$ cat config.mk
export PLATFORM = sky130hd
export DESIGN_NAME = systolic_pe
export DESIGN_NICKNAME = d
export VERILOG_FILES = /design/src/rtl/systolic_pkg.sv /design/src/rtl/pe_mul_stage.sv /design/src/rtl/systolic_pe.sv
export SDC_FILE = /design/constraint.sdc
export NUM_CORES = 1
export LEC_CHECK = 0
export CAP_MARGIN = 10
export CELL_PAD_IN_SITES_DETAIL_PLACEMENT = 2
export CELL_PAD_IN_SITES_GLOBAL_PLACEMENT = 2
export CORE_ASPECT_RATIO = 2
export CORE_MARGIN = 3
export CORE_UTILIZATION = 38
export DETAILED_ROUTE_END_ITERATION = 8
export GPL_ROUTABILITY_DRIVEN = 0
export PLACE_DENSITY_LB_ADDON = 0.1
export SLEW_MARGIN = 20
export SYNTH_ARGS = -nofsm -noshare
export SYNTH_HDL_FRONTEND = slang
export SYNTH_SLANG_ARGS = --single-unit
$ cat constraint.sdc
create_clock -name clk -period 6.3 [get_ports clk]
set_input_delay 0.63 -clock clk [delete_from_list [all_inputs] [get_ports clk]]
set_output_delay 0.63 -clock clk [all_outputs]
set_load 0.1 [all_outputs]
$ cat src/rtl/systolic_pkg.sv
// rtl/systolic_pkg.sv - shared types, defaults and saturating adder for the systolic array
//
// Purpose: common definitions imported by every PE flavour.
//   pe_state_t : PE tile FSM encoding (IDLE, ACCUM, DONE, DRAIN)
//   sat_add    : accumulate with overflow detect and optional clamp
//   DEF_*      : default array widths
//   ACC_MAX    : working width of sat_add; PE accumulators must be narrower
package systolic_pkg;

  typedef enum logic [1:0] {
    IDLE  = 2'd0,
    ACCUM = 2'd1,
    DONE  = 2'd2,
    DRAIN = 2'd3
  } pe_state_t;

  localparam int DEF_DATA_WIDTH = 16;
  localparam int DEF_ACC_WIDTH  = 40;
  localparam int ACC_MAX        = 64;

  typedef struct packed {
    logic               ovf;
    logic [ACC_MAX-1:0] sum;
  } sat_add_t;

  // acc and p arrive already sign/zero-extended to ACC_MAX bits, so the
  // ACC_MAX-bit sum is exact; overflow is then a range test at 'width' bits.
  // The returned sum is masked to 'width' bits.
  function automatic sat_add_t sat_add(input logic [ACC_MAX-1:0] acc,
                                       input logic [ACC_MAX-1:0] p,
                                       input int                 width,
                                       input logic               is_signed,
                                       input logic               saturate);
    logic [ACC_MAX-1:0] one;
    logic [ACC_MAX-1:0] mask;
    logic [ACC_MAX-1:0] hi;
    logic [ACC_MAX-1:0] lo;
    logic [ACC_MAX-1:0] sum;
    sat_add_t           r;
    one   = {{(ACC_MAX-1){1'b0}}, 1'b1};
    mask  = (one << width) - one;
    sum   = acc + p;
    r.sum = sum;
    r.ovf = 1'b0;
    if (is_signed) begin
      hi    = (one << (width - 1)) - one;
      lo    = ~hi;                          // -2^(width-1), sign-extended
      r.ovf = ($signed(sum) > $signed(hi)) || ($signed(sum) < $signed(lo));
      if (r.ovf && saturate) r.sum = sum[ACC_MAX-1] ? lo : hi;
    end else begin
      hi    = mask;
      lo    = '0;
      r.ovf = |(sum & ~mask);
      if (r.ovf && saturate) r.sum = hi;
    end
    r.sum = r.sum & mask;
    return r;
  endfunction

endpackage

$ cat src/rtl/pe_mul_stage.sv
// rtl/pe_mul_stage.sv - registered multiplier stage with valid/last pipeline
//
// Purpose: stage 1 of a PE; registers p = a*b at full product width.
// Ports:
//   clk, rst          : clock, async active-high reset
//   a, b              : operands (DATA_WIDTH)
//   in_valid, in_last : pair qualifier and end-of-tile tag
//   p                 : registered product (2*DATA_WIDTH)
//   p_valid, p_last   : registered qualifiers aligned with p
module pe_mul_stage
  import systolic_pkg::*;
#(
  parameter int DATA_WIDTH = DEF_DATA_WIDTH,
  parameter bit SIGNED     = 1'b1
) (
  input  logic                    clk,
  input  logic                    rst,
  input  logic [DATA_WIDTH-1:0]   a,
  input  logic [DATA_WIDTH-1:0]   b,
  input  logic                    in_valid,
  input  logic                    in_last,
  output logic [2*DATA_WIDTH-1:0] p,
  output logic                    p_valid,
  output logic                    p_last
);

  localparam int PW = 2 * DATA_WIDTH;

  logic          a_sx;
  logic          b_sx;
  logic [PW-1:0] a_ext;
  logic [PW-1:0] b_ext;
  logic [PW-1:0] prod;

  // Extending both operands to the product width makes a plain unsigned
  // multiply give the correct low PW bits for either signedness.
  assign a_sx  = SIGNED & a[DATA_WIDTH-1];
  assign b_sx  = SIGNED & b[DATA_WIDTH-1];
  assign a_ext = {{DATA_WIDTH{a_sx}}, a};
  assign b_ext = {{DATA_WIDTH{b_sx}}, b};
  assign prod  = a_ext * b_ext;

  always_ff @(posedge clk or posedge rst) begin
    if (rst) begin
      p       <= '0;
      p_valid <= 1'b0;
      p_last  <= 1'b0;
    end else begin
      p_valid <= in_valid;
      p_last  <= in_valid & in_last;
      if (in_valid) p <= prod;
    end
  end

endmodule

$ cat src/rtl/systolic_pe.sv
// rtl/systolic_pe.sv - output-stationary systolic processing element
//
// Purpose: multiply-accumulate streaming A/B operands over one tile, hold the
// result, then shift it south on the C chain during the drain window.
// Ports:
//   clk, rst                   : clock, async active-high reset
//   a_in, b_in                 : operands from west / north
//   in_valid, in_last          : pair valid, last pair of tile
//   a_out, b_out               : registered operand forward east / south
//   out_valid, out_last        : registered forward of in_valid / in_valid&in_last
//   drain                      : array-wide drain window
//   c_in, c_valid_in           : result chain from upstream PE
//   c_out, c_valid_out         : result chain to downstream PE
//   result_ready               : tile complete, result held
//   overflow                   : sticky accumulate overflow for this tile
//   protocol_err               : sticky, operands arrived while not accepting
module systolic_pe
  import systolic_pkg::*;
#(
  parameter int DATA_WIDTH = DEF_DATA_WIDTH,
  parameter int ACC_WIDTH  = DEF_ACC_WIDTH,
  parameter bit SIGNED     = 1'b1,
  parameter bit SATURATE   = 1'b1
) (
  input  logic                  clk,
  input  logic                  rst,
  input  logic [DATA_WIDTH-1:0] a_in,
  input  logic [DATA_WIDTH-1:0] b_in,
  input  logic                  in_valid,
  input  logic                  in_last,
  output logic [DATA_WIDTH-1:0] a_out,
  output logic [DATA_WIDTH-1:0] b_out,
  output logic                  out_valid,
  output logic                  out_last,
  input  logic                  drain,
  input  logic [ACC_WIDTH-1:0]  c_in,
  input  logic                  c_valid_in,
  output logic [ACC_WIDTH-1:0]  c_out,
  output logic                  c_valid_out,
  output logic                  result_ready,
  output logic                  overflow,
  output logic                  protocol_err
);

  localparam int PW = 2 * DATA_WIDTH;

  if (ACC_WIDTH < PW) begin : g_bad_acc
    $error("systolic_pe: ACC_WIDTH must be at least 2*DATA_WIDTH");
  end
  if (ACC_WIDTH >= ACC_MAX) begin : g_wide_acc
    $error("systolic_pe: ACC_WIDTH must be below ACC_MAX");
  end

  pe_state_t              state;
  logic [ACC_WIDTH-1:0]   acc;
  logic                   drain_first;
  logic                   accepting;
  logic                   mul_valid;
  logic [PW-1:0]          p;
  logic                   p_valid;
  logic                   p_last;
  logic [ACC_MAX-1:0]     acc_ext;
  logic [ACC_MAX-1:0]     p_ext;
  sat_add_t               add_r;
  logic [ACC_WIDTH-1:0]   sum_next;
  logic                   unused_sum_hi;

  // Once the last pair of a tile sits in stage 1 the tile is closed, even
  // though the FSM only reaches DONE on the next edge.
  assign accepting = ((state == IDLE) || (state == ACCUM)) && !(p_valid && p_last);
  assign mul_valid = in_valid & accepting;

  pe_mul_stage #(
    .DATA_WIDTH (DATA_WIDTH),
    .SIGNED     (SIGNED)
  ) u_mul (
    .clk      (clk),
    .rst      (rst),
    .a        (a_in),
    .b        (b_in),
    .in_valid (mul_valid),
    .in_last  (in_last),
    .p        (p),
    .p_valid  (p_valid),
    .p_last   (p_last)
  );

  assign acc_ext       = {{(ACC_MAX-ACC_WIDTH){SIGNED & acc[ACC_WIDTH-1]}}, acc};
  assign p_ext         = {{(ACC_MAX-PW){SIGNED & p[PW-1]}}, p};
  assign add_r         = sat_add(acc_ext, p_ext, ACC_WIDTH, SIGNED, SATURATE);
  assign sum_next      = add_r.sum[ACC_WIDTH-1:0];
  assign unused_sum_hi = ^add_r.sum[ACC_MAX-1:ACC_WIDTH];

  always_ff @(posedge clk or posedge rst) begin
    if (rst) begin
      state        <= IDLE;
      acc          <= '0;
      drain_first  <= 1'b0;
      a_out        <= '0;
      b_out        <= '0;
      out_valid    <= 1'b0;
      out_last     <= 1'b0;
      c_out        <= '0;
      c_valid_out  <= 1'b0;
      result_ready <= 1'b0;
      overflow     <= 1'b0;
      protocol_err <= 1'b0;
    end else begin
      a_out       <= a_in;
      b_out       <= b_in;
      out_valid   <= in_valid;
      out_last    <= in_valid & in_last;
      // Chain passes through unless this PE is injecting its own result.
      c_out       <= c_in;
      c_valid_out <= c_valid_in;

      if (in_valid && !accepting) protocol_err <= 1'b1;

      case (state)
        IDLE, ACCUM: begin
          if (p_valid) begin
            acc <= sum_next;
            if (add_r.ovf) overflow <= 1'b1;
            if (p_last) begin
              state        <= DONE;
              result_ready <= 1'b1;
            end else begin
              state <= ACCUM;
            end
          end
        end
        DONE: begin
          if (drain) begin
            state        <= DRAIN;
            drain_first  <= 1'b1;
            result_ready <= 1'b0;
          end
        end
        DRAIN: begin
          drain_first <= 1'b0;
          if (drain_first) begin
            c_out       <= acc;
            c_valid_out <= 1'b1;
          end
          if (!drain) begin
            state        <= IDLE;
            acc          <= '0;
            overflow     <= 1'b0;
            protocol_err <= 1'b0;
          end
        end
        default: state <= IDLE;
      endcase
    end
  end

endmodule

==> flow_summary.ini <==
[cts]
cts_buffers = 17
clockRootBuffer = clkbuf_16
clk_pin_slew_ns = 0.08
hold_buffers = 0
cts_buffer_depth = 2
clock_sinks = 155
htreeDepth = 4
clock_latency_ns = 0.47
cts_tree = done

[worst_setup_path]
cp_max_fo = 5
start_kind = input port
rr_startpoint = acc[0]$_DFFE_PP0P_
slowest_delay_ns = 0.57
r2r_cells = 14
r2r-end = acc[19]$_DFFE_PP0P_
r2r_slack_ns = 2.00
cpMostUsedCell = fa_1
critical_path_arrival_ns = 6.77
critPathBufInv = 5
cp_top_family = adder cells
crit_path_end_kind = register
path_cells = clkdlybuf4s15_2, inv_1, buf_4, nor2_1, fa_1, fa_1, fa_1, fa_1, fa_1, inv_1, fa_1, inv_2, ha_4, a21o_1, a21o_1, nor2_1, a311o_1, a31oi_4, a211o_1, a211o_1, a21oi_2, xor2_1, o21ai_1
worstSetupPathType = in -> reg
crit_slowest_cell = fa_1
crit_required_ns = 6.64

[placed_design]
io_buffers = 155
hpwl_um = 49230

[die]
pin_count = 156
fp.dieW_um = 157.4
die-area_um2 = 48630
die_h_um = 308.9
core_area_um2 = 45140
num_rows = 110
start_util = 0.3861

[sta]
relSlewSlack = 0.3008
hold_viol_final = 0
setup_viol = 11
fin_ws_ns = -0.1318
fin_crit_ns = 6.432
skew_ns = 0.01633
setup_tns_ns = -0.6578
fin_crit_sh = 1.021
grt_setup_unrepaired = yes
fmax_ghz = 0.1555
worst_slew_pin_slew_ns = 1.045
slew_viol_final = 0

[finish]
final_nets = 2636
n_antenna_cell = 0
area_growth_pct = 29.94
final_util = 0.5017
fillers = 4668
drive_gt1_frac = 0.2243
multi_input_area_um2 = 12620
final-seq-area_um2 = 3879

[run_status]
run_status = finished with violations
violations = setup timing

[worst_hold_path]
hold_class = in -> reg
holdPathEnd = b_out[5]$_DFF_PP0_
hold_start = b_in[5]
whs_path_depth = 1

[logic_synthesis]
yosys.area.top_type = fa_1
syn_area_um2 = 17430
synthFlopType = dfrtp_1
yosysMostFrequentCell = inv_1
yosys_warnings = 0
synth_cell_types = 64
synth_top_area_frac = 0.3021
yosys-top-cells-area = fa_1, dfrtp_1, ha_1
synth_area_per_cell_um2 = 9.582
ys_ff_latch = 155
syn_inst = 1819
syn-num-nets = 2282
synthTopCellsByCount = inv_1, fa_1, nand2_1
synth_edf_count = 0
seq_area_frac_synth = 0.2225
synthArstFlopShare = 1.000

[detailed_routing]
drt_iter0_drc = 573
ant_nets = 0
drt-met1-wl_um = 25090
wl_per_cell_um = 28.23
drt_first_pass_iters = 4
wl_met3_um = 2622
wirelength_um = 77500
highest_layer = met5
drc_errors = 0
routed_via_density = 5.525
met2WireLength_um = 43930
num_vias = 15170

[global_route]
grt_pass1_vias = 17660
grt_max_degree = 66
antenna_found_initial = 1
grt_pass1_wl_um = 102400
grt-ovfl-total = 0
grtUsageTotal = 0.2788

[run]
maxCapViolCount = 0
## flip-flops by register name (all words and copies together) (netlist names), 2 cells and up
| signal | flops |
|---|---|
| a_out | 16 |
| c_out | 40 |
| b_out | 16 |
| acc | 40 |
| state | 2 |
| u_mul.p | 32 |
## worst max-delay path by stage
stage / cells after the start / slack [ns] / end / startpoint
2_1_floorplan: 22 / 0.01 / u_mul.p[30]$_DFFE_PP0P_ / b_in[6]
3_3_place_gp: 24 / -0.96 / u_mul.p[30]$_DFFE_PP0P_ / b_in[6]
3_5_place_dp: 24 / -0.95 / u_mul.p[30]$_DFFE_PP0P_ / b_in[5]
4_1_cts: 26 / 0.004 / u_mul.p[30]$_DFFE_PP0P_ / a_in[8]
5_1_grt: 28 / -0.27 / u_mul.p[30]$_DFFE_PP0P_ / a_in[7]
6_report: 23 / -0.13 / u_mul.p[30]$_DFFE_PP0P_ / b_in[15]
## area by class of cell
| type | instances | share of cell area |
|---|---|---|
| Clock buffer | 18 | 0.01895 |
| Clock inverter | 13 | 0.006851 |
| Inverter | 308 | 0.05138 |
| Multi-Input combinational cell | 1294 | 0.5571 |
| Sequential cell | 155 | 0.1713 |
| Tap cell | 560 | 0.03094 |
| Timing Repair Buffer | 397 | 0.1635 |
## routing by layer
layer	GRT usage	vias up
li1	-	6446
met1	0.2704	7885
met2	0.5652	552
met3	0.03332	280
met4	0.1289	2
met5	0	-
## placed cells by master, fill, tap and decap left out, types with 5 or more instances in the layout
cell and n:
nand2_2 9, and2_1 106, o21bai_1 8, o21a_1 7
nand2_1 213, nor2_1 69, ha_1 108, o21ai_0 69
a21o_1 35, ha_4 10, and3_1 6, nand3_1 13
clkbuf_16 21, nor3_1 7, inv_6 6, xnor2_1 35
buf_2 5, a21oi_2 8, mux2_2 43, or3_1 8
clkbuf_2 13, a31oi_1 7, buf_4 193, and2_4 26
inv_1 273, a211oi_1 11, nor2b_1 8, a21oi_1 59
dfrtp_1 155, o211ai_1 7, clkdlybuf4s50_1 124, fa_2 23
o21ai_1 33, inv_2 33, buf_6 35, nand2b_1 15
buf_12 14, xor2_1 32, fa_1 240
## stage by stage
stage	cells	area [um^2]	setup WS [ns]	hold slack [ns]
floorplan	1819	17430	0.01281	0.4473
global placement	2649	20950	-0.9568	0.4687
detailed placement	2649	20950	-0.9488	0.4799
CTS	2721	22260	0.004495	0.4235
global route	2745	22650	-0.2654	0.2754
finish	2745	22650	-0.1318	0.2811
## cell families (layout without fill, tap and decap cells)
kind of cell             count (synthesis)  after routing  synth area share
AO/OA/AOI/OAI                          292            292            0.1046
XOR/XNOR                                68             68           0.03460
adder cells (fa/ha/maj)                387            387            0.3908
buffers and inverters                  370            736           0.08119
flip-flops                             155            155            0.2225
multiplexers                            45             45           0.02893
AND/OR/NAND/NOR                        502            502            0.1373
## repair_timing
item / in CTS / in global routing
resized for setup: 156 / 168
pin swaps: 73 / 81
buffers inserted: 37 / 26
cloned: 4 / 4
setup endpoints to repair: 15 / 14
Power is left out: the tool's default activity adds up to more than one toggle a clock period on the data nets, which glitch-free logic cannot reach.
